[src/rtl/nn_layer_sequencer_if.sv]
// Sample-in / result-out stream bundle for the layer sequencer.
//   in_valid/in_data/in_ready    : input sample handshake
//   out_valid/out_data/out_ready : final result handshake
// master = environment side (produces samples, consumes results)
// slave  = sequencer side
interface nn_layer_sequencer_if #(
   parameter int IN_W  = 8,
   parameter int OUT_W = 8
);
   logic             in_valid;
   logic [IN_W-1:0]  in_data;
   logic             in_ready;
   logic             out_valid;
   logic [OUT_W-1:0] out_data;
   logic             out_ready;

   modport master (
      output in_valid, in_data, out_ready,
      input  in_ready, out_valid, out_data
   );

   modport slave (
      input  in_valid, in_data, out_ready,
      output in_ready, out_valid, out_data
   );
endinterface

[src/rtl/nn_layer_sequencer.sv]
// Initiator for a chain of start/done layers. Accepts one sample, pulses
// start to each layer in turn, waits for its done, then presents the last
// layer's result. A per-layer watchdog traps a layer that never finishes.
//
// Ports:
//   clk, rst     : clock, synchronous active-high reset
//   bus (slave)  : sample input and result output handshakes
//   layer_in     : held sample, operand of layer 0
//   layer_start  : one-hot start pulse, bit k -> layer k
//   layer_done   : done from each layer
//   res_in       : result bus from the last layer
//   busy         : high in START/WAIT/OUT
//   error        : watchdog flag, held until err_clr
//   err_clr      : clears error and returns to IDLE
//
// state | meaning
// IDLE  | ready for a new sample
// START | one-cycle start pulse to layer idx
// WAIT  | waiting for done of layer idx, watchdog running
// OUT   | result held until downstream accepts
// ERR   | watchdog expired, waiting for err_clr
module nn_layer_sequencer #(
   parameter int NUM_LAYERS     = 3,
   parameter int IN_W           = 8,
   parameter int OUT_W          = 8,
   parameter int TIMEOUT_CYCLES = 64
) (
   input  logic                  clk,
   input  logic                  rst,
   nn_layer_sequencer_if.slave   bus,
   output logic [IN_W-1:0]       layer_in,
   output logic [NUM_LAYERS-1:0] layer_start,
   input  logic [NUM_LAYERS-1:0] layer_done,
   input  logic [OUT_W-1:0]      res_in,
   output logic                  busy,
   output logic                  error,
   input  logic                  err_clr
);
   localparam int IDX_W = (NUM_LAYERS > 1) ? $clog2(NUM_LAYERS) : 1;
   localparam int TMR_W = $clog2(TIMEOUT_CYCLES) + 1;

   localparam logic [IDX_W-1:0] LAST_IDX = IDX_W'(NUM_LAYERS - 1);
   localparam logic [TMR_W-1:0] TMR_LAST = TMR_W'(TIMEOUT_CYCLES - 1);

   localparam logic [2:0] S_IDLE  = 3'd0;
   localparam logic [2:0] S_START = 3'd1;
   localparam logic [2:0] S_WAIT  = 3'd2;
   localparam logic [2:0] S_OUT   = 3'd3;
   localparam logic [2:0] S_ERR   = 3'd4;

   logic [2:0]       state_q, state_d;
   logic [IDX_W-1:0] idx_q, idx_d;
   logic [TMR_W-1:0] timer_q, timer_d;
   logic [IN_W-1:0]  layer_in_q, layer_in_d;
   logic [OUT_W-1:0] out_data_q, out_data_d;

   always_comb begin
      state_d    = state_q;
      idx_d      = idx_q;
      timer_d    = timer_q;
      layer_in_d = layer_in_q;
      out_data_d = out_data_q;
      case (state_q)
         S_IDLE: begin
            if (bus.in_valid) begin
               layer_in_d = bus.in_data;
               idx_d      = '0;
               state_d    = S_START;
            end
         end
         S_START: begin
            timer_d = '0;
            state_d = S_WAIT;
         end
         S_WAIT: begin
            // done wins over the watchdog on the last allowed cycle
            if (layer_done[idx_q]) begin
               if (idx_q == LAST_IDX) begin
                  out_data_d = res_in;
                  state_d    = S_OUT;
               end else begin
                  idx_d   = idx_q + 1'b1;
                  state_d = S_START;
               end
            end else begin
               timer_d = timer_q + 1'b1;
               if (timer_q == TMR_LAST) begin
                  state_d = S_ERR;
               end
            end
         end
         S_OUT: begin
            if (bus.out_ready) begin
               state_d = S_IDLE;
            end
         end
         S_ERR: begin
            if (err_clr) begin
               idx_d   = '0;
               state_d = S_IDLE;
            end
         end
         default: state_d = S_IDLE;
      endcase
   end

   always_ff @(posedge clk) begin
      if (rst) begin
         state_q    <= S_IDLE;
         idx_q      <= '0;
         timer_q    <= '0;
         layer_in_q <= '0;
         out_data_q <= '0;
      end else begin
         state_q    <= state_d;
         idx_q      <= idx_d;
         timer_q    <= timer_d;
         layer_in_q <= layer_in_d;
         out_data_q <= out_data_d;
      end
   end

   // error is the ERR state itself, so err_clr and rst both clear it
   assign bus.in_ready  = (state_q == S_IDLE);
   assign bus.out_valid = (state_q == S_OUT);
   assign bus.out_data  = out_data_q;
   assign layer_in      = layer_in_q;
   assign layer_start   = (state_q == S_START) ? (NUM_LAYERS'(1) << idx_q) : '0;
   assign busy          = (state_q == S_START) || (state_q == S_WAIT) || (state_q == S_OUT);
   assign error         = (state_q == S_ERR);
endmodule

[src/flat_wrapper.sv]
// flat-port wrapper written by rule: the top's interface ports become plain ports
module nn_layer_sequencer_flat 
#(
   parameter int NUM_LAYERS     = 3,
   parameter int IN_W           = 8,
   parameter int OUT_W          = 8,
   parameter int TIMEOUT_CYCLES = 64
)
  (clk, rst, layer_in, layer_start, layer_done, res_in, busy, error, err_clr, bus_in_valid, bus_in_data, bus_out_ready, bus_in_ready, bus_out_valid, bus_out_data);
  nn_layer_sequencer_if #(.IN_W(IN_W), .OUT_W(OUT_W)) bus_i ();
  input  logic clk;
  input  logic rst;
  output logic [IN_W-1:0] layer_in;
  output logic [NUM_LAYERS-1:0] layer_start;
  input  logic [NUM_LAYERS-1:0] layer_done;
  input  logic [OUT_W-1:0] res_in;
  output logic busy;
  output logic error;
  input  logic err_clr;
  input wire logic [$bits(bus_i.in_valid)-1:0] bus_in_valid;
  input wire logic [$bits(bus_i.in_data)-1:0] bus_in_data;
  input wire logic [$bits(bus_i.out_ready)-1:0] bus_out_ready;
  output wire logic [$bits(bus_i.in_ready)-1:0] bus_in_ready;
  output wire logic [$bits(bus_i.out_valid)-1:0] bus_out_valid;
  output wire logic [$bits(bus_i.out_data)-1:0] bus_out_data;
  assign bus_i.in_valid = bus_in_valid;
  assign bus_i.in_data = bus_in_data;
  assign bus_i.out_ready = bus_out_ready;
  assign bus_in_ready = bus_i.in_ready;
  assign bus_out_valid = bus_i.out_valid;
  assign bus_out_data = bus_i.out_data;
  nn_layer_sequencer #(.NUM_LAYERS(NUM_LAYERS), .IN_W(IN_W), .OUT_W(OUT_W), .TIMEOUT_CYCLES(TIMEOUT_CYCLES)) u_core (.clk(clk), .rst(rst), .bus(bus_i), .layer_in(layer_in), .layer_start(layer_start), .layer_done(layer_done), .res_in(res_in), .busy(busy), .error(error), .err_clr(err_clr));
endmodule
[config.mk]
export PLATFORM = sky130hd
export DESIGN_NAME = nn_layer_sequencer_flat
export DESIGN_NICKNAME = d
export VERILOG_FILES = /design/src/rtl/nn_layer_sequencer_if.sv /design/src/rtl/nn_layer_sequencer.sv /design/src/flat_wrapper.sv
export SDC_FILE = /design/constraint.sdc
export NUM_CORES = 1
export LEC_CHECK = 0
export ABC_AREA = 1
export CAP_MARGIN = 20
export CORE_ASPECT_RATIO = 0.7
export CORE_MARGIN = 1
export CORE_UTILIZATION = 45
export DETAILED_ROUTE_END_ITERATION = 10
export DONT_BUFFER_PORTS = 1
export PLACE_DENSITY = 0.63
export RECOVER_POWER = 100
export SYNTH_ARGS = -nofsm -noshare
export SYNTH_HDL_FRONTEND = slang
export SYNTH_SLANG_ARGS = --single-unit
export TNS_END_PERCENT = 10
[constraint.sdc]
create_clock -name clk -period 1.3 [get_ports clk]
set_clock_uncertainty 0.1 [all_clocks]
set_input_delay 0.13 -clock clk [delete_from_list [all_inputs] [get_ports clk]]
set_output_delay 0.13 -clock clk [all_outputs]
set_load 0.01 [all_outputs]
---- Word level (Yosys, flattened, before mapping) ----
Index checks and enable logic that the tools add are counted.
cells by class
  $add $sub $neg .......................... 2
  order comparisons ....................... 1
  equality and inequality tests ........... 13
  shift-type cells ........................ 1
  muxes and demuxes ....................... 17
  reductions and logical operators ........ 10
operators by type and width
  operator               number
  $mux W3                6
  $pmux W3 S5            1
  $pmux W7 S2            1
  $mux W2                5
  $ne A2 B2 Y1 const B   4
  $add A7 B1 Y7 const B  1
  $eq A7 B6 Y1 const B   1
  $mux W7                1
  $eq A3 B2 Y1 const B   2
  $pmux W2 S3            1
  $reduce_and A5 Y1      1
  $ne A2 B1 Y1 const B   2
  $reduce_and A2 Y1      2
  $reduce_and A4 Y1      1
  $eq A3 B1 Y1 const B   1
  $eq A3 B3 Y1 const B   1
  $logic_not A3 Y1       1
  $lt A2 B3 Y1 const B   1
  $ne A3 B1 Y1 const B   1
  $reduce_and A3 Y1      1
  $reduce_bool A3 Y1     1
  $shl A1 B2 Y3 const A  1
  $add A2 B1 Y2 const B  1
  $bmux W1 S2            1
  other kinds (4)        5
storage, ports and cells
  bits in registers ....................... 28
  input bits .............................. 24
  output and inout bits ................... 23
  word-level logic and storage cells ...... 49

---- Logic depth before layout (Yosys ltp) ----
  word-level depth ........................ 4
  mapped depth ............................ 9
  depth with buffers taken out ............ 9

---- Worst setup path after synthesis ----
OpenSTA, ideal clock, no wires.
  path kind ............................... reg-to-reg
  from .................................... register u_core.idx_q[0]
  to ...................................... register u_core.state_q[1]
  setup time .............................. 0.115 ns
  arrival time ............................ 1.156 ns
  data required time ...................... 1.085 ns
  slack ................................... -0.071 ns
  cell stages (with the launch flop) ...... 8
  path buffers ............................ 0
  clock period less this slack ............ 1.371 ns
  path through ............................ dfxtp_1 -> inv_2 -> ha_1 -> inv_1 -> nor2_4 -> nand2_2 -> nand2_1 -> o21a_1
on the way
  word-level cells in the longest chain between the ends .. 4
  elaborated cells between the ends (all ways) .. 8
  classes of those cells .................. eq/ne (2); mux (5); reduce/logical (1)
ends and longest elaborated chain
  element                                                   line                                                RTL
  start: declaration                                        nn_layer_sequencer.sv:52                            logic [IDX_W-1:0] idx_q, idx_d;
  start signal: assignment                                  nn_layer_sequencer.sv:116                           idx_q <= idx_d;
  $bmux W1 S2 or $eq A2 B2 Y1 (tied branches)               nn_layer_sequencer.sv:77, nn_layer_sequencer.sv:78
  $mux W1 (implied by the code) or $mux W2 (tied branches)  nn_layer_sequencer.sv:77, nn_layer_sequencer.sv:78
  $mux W3 or $ne A3 B1 Y1 (tied branches)                   -
  $pmux W3 S5 or $reduce_and A4 Y1 (tied branches)          -
  end signal: assignment                                    nn_layer_sequencer.sv:115                           state_q <= state_d;
  end: declaration                                          nn_layer_sequencer.sv:51                            logic [2:0] state_q, state_d;
Parallel ways exist; a longest one is shown, timed or not. The select of a mux whose other input is x is not followed.
A chain may end at the register's enable or synchronous reset.

---- Final worst setup path ----
  from .................................... register u_core.state_q[0]
  to ...................................... register u_core.out_data_q[4], in the netlist u_core.bus.out_data[4]
on the way
  word-level cells in the longest chain between the ends .. 2
ends and longest elaborated chain
  element                      line                       RTL
  $eq A3 B2 Y1                 nn_layer_sequencer.sv:63   case (state_q)
  $reduce_and A3 Y1 (no line)  -
  end signal: assignment       nn_layer_sequencer.sv:119  out_data_q <= out_data_d;
  end: declaration             nn_layer_sequencer.sv:55   logic [OUT_W-1:0] out_data_q, out_data_d;
No other way between the ends.

==> results <==
- The flow ran to the end, but the final reports show violations.
- The checks that failed: negative setup slack.
- The clock-pin slew on the worst setup and hold paths is 0.10 ns.
- Setup repair after global routing could not meet its margin everywhere.
- The capturing element type of the critical path is a flop.
- The share of layout cells above drive strength 1 is 0.374.
- The floorplan step defined a die boundary enclosing 3390 um^2.
- The I/O pin count is 47.
- The internal power is 2.17 mW.
- The depth of the worst hold-timing path is 5.
- At the pin with the least slew margin, the transition time is 0.957 ns.
- The first-pass GRT wire length is 6420 um.
- The number of hold violations in the final report is 0.
- The initial utilization of the core area, before any placement, comes to 0.490.
- The detailed-route via count is 1576.
- The share of total power dissipated in sequential elements is 0.314.
- On the critical path the largest part of the delay comes from simple AND/OR/NAND/NOR gates.
- The number of cell rows is 16.
- In this run the cell area of the synthesized design comes to 1420 um^2.
- The number of nets at the end of the flow is 286.
- The relative slew slack is 0.362.
- Sorting the synthesized cells by how often they occur yields 40 x sky130_fd_sc_hd__nand2_1, 34 x sky130_fd_sc_hd__nand3_1, 28 x sky130_fd_sc_hd__dfxtp_1.
- After routing the design area is 2250 um^2.
- The top fanout value on the critical path is 7.
- In this run the number of H-tree levels came out at 1.
- The switching power share of the total is 0.400.
- The post-route DRC violation count is 0.
- The maximum achievable frequency is 677 MHz.
- The maximum clock path buffer count is 2.
- After layout, the minimum clock period comes to 1.48 ns.
- Among all flip-flop cells after synthesis, the most frequent one is sky130_fd_sc_hd__dfxtp_1.
- Yosys instantiated no cell more often than sky130_fd_sc_hd__nand2_1.
- The height of the die is 49.0 um.
- The path depth of the worst reg2reg path is 7.
- Entering global routing, the biggest net connects 25 pins.
- The clock network fraction of design power is 0.151.
- By area the synthesized netlist is led by sky130_fd_sc_hd__dfxtp_1 39%, sky130_fd_sc_hd__nand3_1 12%, sky130_fd_sc_hd__nand2_1 11%.
- The clock sink count is 28.
- The post-route clock period utilization is 1.14.
- 0 antenna diodes ended up in the layout.
- The count of warnings emitted by yosys is 0.
- The area growth from synthesis to layout is 58.4%.
- The analysis attributes to net switching a power of 1.45 mW.
- In the post-route analysis, the smallest setup slack over all paths is -0.177 ns.
- On the worst path, the slowest cell contributes a delay of 0.38 ns.
- The overall routing resource usage is 0.239.
- The total detailed-routing wirelength is 4200 um.
- The detailed router finished its first iteration with 54 violations.
- At the worst endpoint, the required time is 1.41 ns.
- The async set-or-reset flop fraction in the synthesized netlist is 0.
- The worst setup path category is flop to flop.
- The worst min-delay path class is input pin to flop.
- Measured on the finished design, the core utilization comes to 0.775.
- After routing, the total negative slack on setup checks comes to -3.42 ns.
- The max-capacitance violation count is 0.
- The initial antenna violation count was 0.
- The synthesized design spends more area on one cell type than any other, namely sky130_fd_sc_hd__dfxtp_1.
- The pre-antenna-repair detailed-routing pass consisted of 4 iterations.
- The routability congestion estimate from global placement is 0.830.
- The floorplan die width is 69.2 um.
- A synthesized cell averages 7.07 um^2.
- The number of different library cells in the post-synthesis netlist is 24.
- The area share of the leading cell type in the synthesized netlist is 0.394.
- Dividing total power by cell area gives a power density of 1610 nW/um^2.
- TritonCTS built the clock tree.
- The cell type of the slowest stage on the worst timing path is sky130_fd_sc_hd__dfxtp_4.
- The number of input and output port buffers inserted is 0.
- Traced cell by cell, the critical path runs through nor2_4 -> nand2_4 -> buf_6 -> nor2_4 -> buf_6 -> nand3_2 -> a21oi_2.
- The detailed-placement wirelength estimate is 2410 um.
- In this run the clock root is driven by a sky130_fd_sc_hd__clkbuf_8.
- The via count of the first global-routing pass is 1457.
- The endpoint arrival time on the critical path is 1.59 ns.
- The number of cells on the critical path is 7.
- Across the VDD grid, the largest voltage drop is 1020 uV.
- The max-slew violation total from the final report is 0.
- The buffers plus inverters on the worst setup path is 2.
- The post-synth net total is 229.
- The count of filler cells inserted in the layout is 207.
- The count of mapped cells out of synthesis is 201.
- The part of the Yosys area used for sequential elements is 0.394.
- For this run the aggregate overflow at the end of global routing stands at 0.
- The via density per instance is 5.38.
- Yosys mapped a number of flops with a built-in enable equal to 0.
- After synthesis the netlist holds a flip-flop and latch count of 28.
- The relative contribution of combinational cells to total power is 0.535.
- The core box area is 2900 um^2.
- In this run the static leakage power is 0.910 nW.
- Once placement finished, the instance area stood at 1610 um^2.
- Once detail routing completed, the nets flagged for antenna violations numbered 0.
- The final setup violation count is 33.
- The routed wirelength normalized by instance count is 14.3 um.
- The worst setup path is launched from a flop.
- The total clock buffers created by CTS is 3.
- The clock network latency to the later pin of the worst-skew pair is 0.28 ns.
==> state kept, by name (all words and copies together) (netlist names) <==
name / cells
u_core.bus.out_data: 8
u_core.idx_q: 2
u_core.layer_in: 8
u_core.state_q: 3
u_core.timer_q: 7
==> metal layers <==
metal  share of wire  GRT usage
met4           0.024      0.112
met5               0          0
met1            0.42      0.288
met2            0.50      0.393
met3           0.054     0.0702
==> layout make-up <==
cell class	count	area (um^2)	share of cell area
clock buffer	4	55.1	0.0245
tap	36	45.0	0.0200
inverter	19	81.3	0.0361
multi-input combinational	148	938	0.417
timing repair buffer	58	554	0.246
sequential	28	577	0.256
==> cells in the final DEF (no fill, tap or decap), types with 2 or more instances in the layout <==
cell type                       instances
sky130_fd_sc_hd__nand2_4                5
sky130_fd_sc_hd__nand3_2               10
sky130_fd_sc_hd__inv_1                 11
sky130_fd_sc_hd__inv_2                  4
sky130_fd_sc_hd__inv_4                  4
sky130_fd_sc_hd__nor2_1                13
sky130_fd_sc_hd__xor2_1                 2
sky130_fd_sc_hd__dlygate4sd3_1         20
sky130_fd_sc_hd__dfxtp_4                4
sky130_fd_sc_hd__nand2_2                5
sky130_fd_sc_hd__nor2_4                 8
sky130_fd_sc_hd__nand3_1               25
sky130_fd_sc_hd__ha_4                   2
sky130_fd_sc_hd__a21oi_2                4
sky130_fd_sc_hd__a21oi_1               23
sky130_fd_sc_hd__dfxtp_1               23
sky130_fd_sc_hd__buf_4                 20
sky130_fd_sc_hd__clkbuf_8               4
sky130_fd_sc_hd__buf_6                 17
sky130_fd_sc_hd__o21ai_0                3
sky130_fd_sc_hd__nor2_2                 5
sky130_fd_sc_hd__nand2_1               35
==> through the flow <==
step	cells	setup WS (ns)	hold slack (ns)	total power [mW]
3_3_place_gp	254	-0.119	0.101	2.30
3_5_place_dp	254	-0.211	0.103	2.33
2_1_floorplan	201	-0.00647	0.194	1.94
4_1_cts	286	-0.151	0.00782	3.37
6_report	293	-0.177	0.168	3.62
5_1_grt	293	-0.248	0.180	3.83
==> power by group through the flow <==
stage          logic (mW)  registers, mW  clock network [mW]
2_1_floorplan       0.846           1.10                   0
3_3_place_gp         1.19           1.11                   0
3_5_place_dp         1.22           1.11                   0
4_1_cts              1.69           1.13               0.554
5_1_grt              2.09           1.15               0.592
6_report             1.94           1.14               0.546
==> worst reg2reg max path: cells and delay by family, from the launching register on <==
family          cells  cell delay (ns)
buf+inv             2             0.28
compound gates      1             0.12
flops               1             0.38
simple gates        4             0.54
==> worst paths after layout <==
check	startpoint	endpoint	slack, ns
worst min register to register	u_core.timer_q[6]$_SDFFE_PP0P_	u_core.timer_q[6]$_SDFFE_PP0P_	0.40
worst min-delay path	bus_out_ready	u_core.state_q[0]$_SDFFE_PP0P_	0.17
worst max-delay path	u_core.state_q[0]$_SDFFE_PP0P_	u_core.bus.out_data[4]$_SDFFE_PP0P_	-0.18
worst max register to register	u_core.state_q[0]$_SDFFE_PP0P_	u_core.bus.out_data[4]$_SDFFE_PP0P_	-0.18
==> what timing repair did <==
item	4_1_cts	5_1_grt
pin swaps	13	22
gates cloned	0	1
setup endpoints to repair	35	34
buffers inserted	8	5
endpoints found under the hold margin	28	8
resized for setup	46	33
hold buffers	20	1
==> cell families (layout without fill, tap and decap cells) <==
kind of cell | after synthesis | in the layout | synth area share
and+or+nand+nor | 108 | 109 | 0.356
AOI/OAI and AO/OA | 33 | 33 | 0.121
DFF | 28 | 28 | 0.394
buffers and inverters | 26 | 81 | 0.0810
adders and majority gates | 4 | 4 | 0.0352
xor gates and xnor gates | 2 | 2 | 0.0123
Note: power is estimated with default switching activity, not from simulation.
==> RTL edit, RTL diff (same flow settings) <==
Reset style: asynchronous (`rst`), changed in one clocked block. Comments in the files are not updated.
--- a/src/rtl/nn_layer_sequencer.sv
+++ b/src/rtl/nn_layer_sequencer.sv
@@ -104,7 +104,7 @@
       endcase
    end
 
-   always_ff @(posedge clk) begin
+   always_ff @(posedge clk or posedge rst) begin
       if (rst) begin
          state_q    <= S_IDLE;
          idx_q      <= '0;
Check against the original RTL: differs if rst is asserted again (counterexample within 4 cycles, from zero or initial values and one cycle with rst high); with rst held inactive, the same outputs for 10 cycles.
==> RTL edit against the unedited design <==
The run still ends with negative setup slack left; sequential power rose by 38%; first-iteration DRC count rose by 59%; utilization fell by 0.59 points; total power rose by 21%; worst setup slack got worse by 0.018 ns; wire length fell by 1.3%; worst hold slack got worse by 0.16 ns; critical path type unchanged; largest cell class unchanged; sequential cell count did not move; synthesized area rose by 2.6%; synthesized cell count fell by 5.0%; global-route usage fell by 0.64 points; design area rose by 0.61%.
==> RTL edit: results (changes against the unedited design) <==
outcome=finished, violations left; largest net degree at the start of global routing=29 (+16%); Slowest cell on crit path=dfrtp_1; vias per cell=5.07 (-5.7%); layout cells sized above 1=0.367 (-0.00701); vias in the first global route=1437 (-1.4%); internal power=2.49 mW (+15%); H-tree levels=1 (unchanged); top post-synthesis cells by count=70 x nand2_1, 28 x dfrtp_1, 28 x nand3_1; I/O Buffers=0 (unchanged); Yosys cell types=20 (-17%); Worst-path clk slew=approximately 0.090 ns; CP max FO=4 (-3); Hold Path Cell Cnt=3 (-2); failing checks=negative setup slack; 1st-pass router iterations=4 (unchanged); first-pass GRT wire length=6.28 mm (-2.2%); initial antenna violation count=0 (unchanged); RePlAce Congestion=0.819 (-1.3%); Final HPWL DP=2.43 mm (+0.87%); CTS Buffer Depth=2 (unchanged); max incr delay on CP=0.41 ns (+0.03 ns); dpl cell area=1680 um^2 (+4.3%); Worst Setup Slack, final=-0.194 ns (-0.0179 ns); YS warnings=0 (unchanged); final WL=4.15 mm (-1.3%); GRT Overall Usage=0.232 (-0.00641); Peak VDD IR=1090 uV (+6.8%); Synth area leaders=dfrtp_1 48%, nand2_1 18%, nand3_1 9.6%; Slew HR=0.541 (+0.179); syn_nets=219 (-4.4%); Worst Reg-to-Reg Cells=8 (+1); worst min path class=input port to flip-flop; net count reported at finish=280 (-2.1%); sequential fraction of the synthesis area=0.481 (+0.0863); cell leakage power=1.15 nW (+26%); WP data arrival=1.57 ns (-0.02 ns); Starting DRT DRC Count=86 (+59%); Synth Flop Type=dfrtp_1; ys async rst share=1.00 (+1.00); final setup fails=28 (-15%)
-- RTL edit: changes by cell type after synthesis, sizes merged, moves of 2 or more --
cell,change
buf,-3
dfrtp,+28
nand2,+28
a21oi,-27
nand4,+2
dfxtp,-28
nand3,-7
inv,+5
o21ai,+2
nor2,-7
clkbuf,-2
-- RTL edit: final timing paths --
kind,from,endpoint,slack [ns]
setup / recovery,u_core.state_q[0],u_core.state_q[2],-0.19
hold / removal,bus_in_valid,u_core.layer_in[6],0.003
setup reg to reg,u_core.state_q[0],u_core.state_q[2],-0.19
hold reg to reg,u_core.layer_in[6],u_core.layer_in[6],0.45
max in group asynchronous,rst,u_core.state_q[1],0.22
min in group asynchronous,rst,u_core.bus.out_data[1],0.41
-- RTL edit: power groups by stage --
stage	logic, mW	clock network, mW	registers [mW]
CTS	2.01	0.551	1.56
finish	2.27	0.540	1.57
detailed placement	1.49	0	1.57
global placement	1.43	0	1.56
global route	2.50	0.583	1.62
floorplan	0.953	0	1.52
-- RTL edit: metal layers --
layer,vias to the layer above,global-route usage,part of all wire
li1,716,-,-
met1,680,0.282,0.42
met2,52,0.402,0.51
met3,8,0.0675,0.058
met4,0,0.0700,0.013
met5,-,0,0
-- RTL edit: critical path: cells and delay by family, from the launching register on --
family,cells,cell delay (ns)
flip-flops,1,0.41
AND/OR/NAND/NOR,6,0.60
buffers and inverters,2,0.28
-- RTL edit: cell families after synthesis --
kind of cell	share of synthesized area
and+or+nand+nor	0.372
DFF	0.481
buffers and inverters	0.0721
AOI/OAI and AO/OA	0.0172
xor gates and xnor gates	0.0240
adders and majority gates	0.0343
-- RTL edit: timing repair --
item	4_1_cts	5_1_grt
gates resized for setup	36	25
endpoints found under the setup margin	34	35
hold buffers	20	0
buffers inserted	10	4
cloned	1	0
hold endpoints to repair	46	0
pin swaps	10	14
-- RTL edit: layout make-up --
type	count	area, um^2
sequential	28	702
inverter	24	95.1
clock buffer	4	55.1
tap	36	45.0
timing repair buffer	58	518
fill	186	678
multi-input combinational	137	850
-- RTL edit: per-stage QoR --
stage          total power [mW]   util  setup slack [ns]  cells  TNS, ns
2_1_floorplan              2.47      -           -0.0264    191   -0.256
4_1_cts                    4.13  0.725            -0.135    283    -3.02
6_report                   4.39  0.770            -0.194    287    -3.60
5_1_grt                    4.70  0.770            -0.264    287    -6.01
3_3_place_gp               2.99  0.571           -0.0925    248    -1.42
3_5_place_dp               3.07  0.571            -0.144    248    -2.52
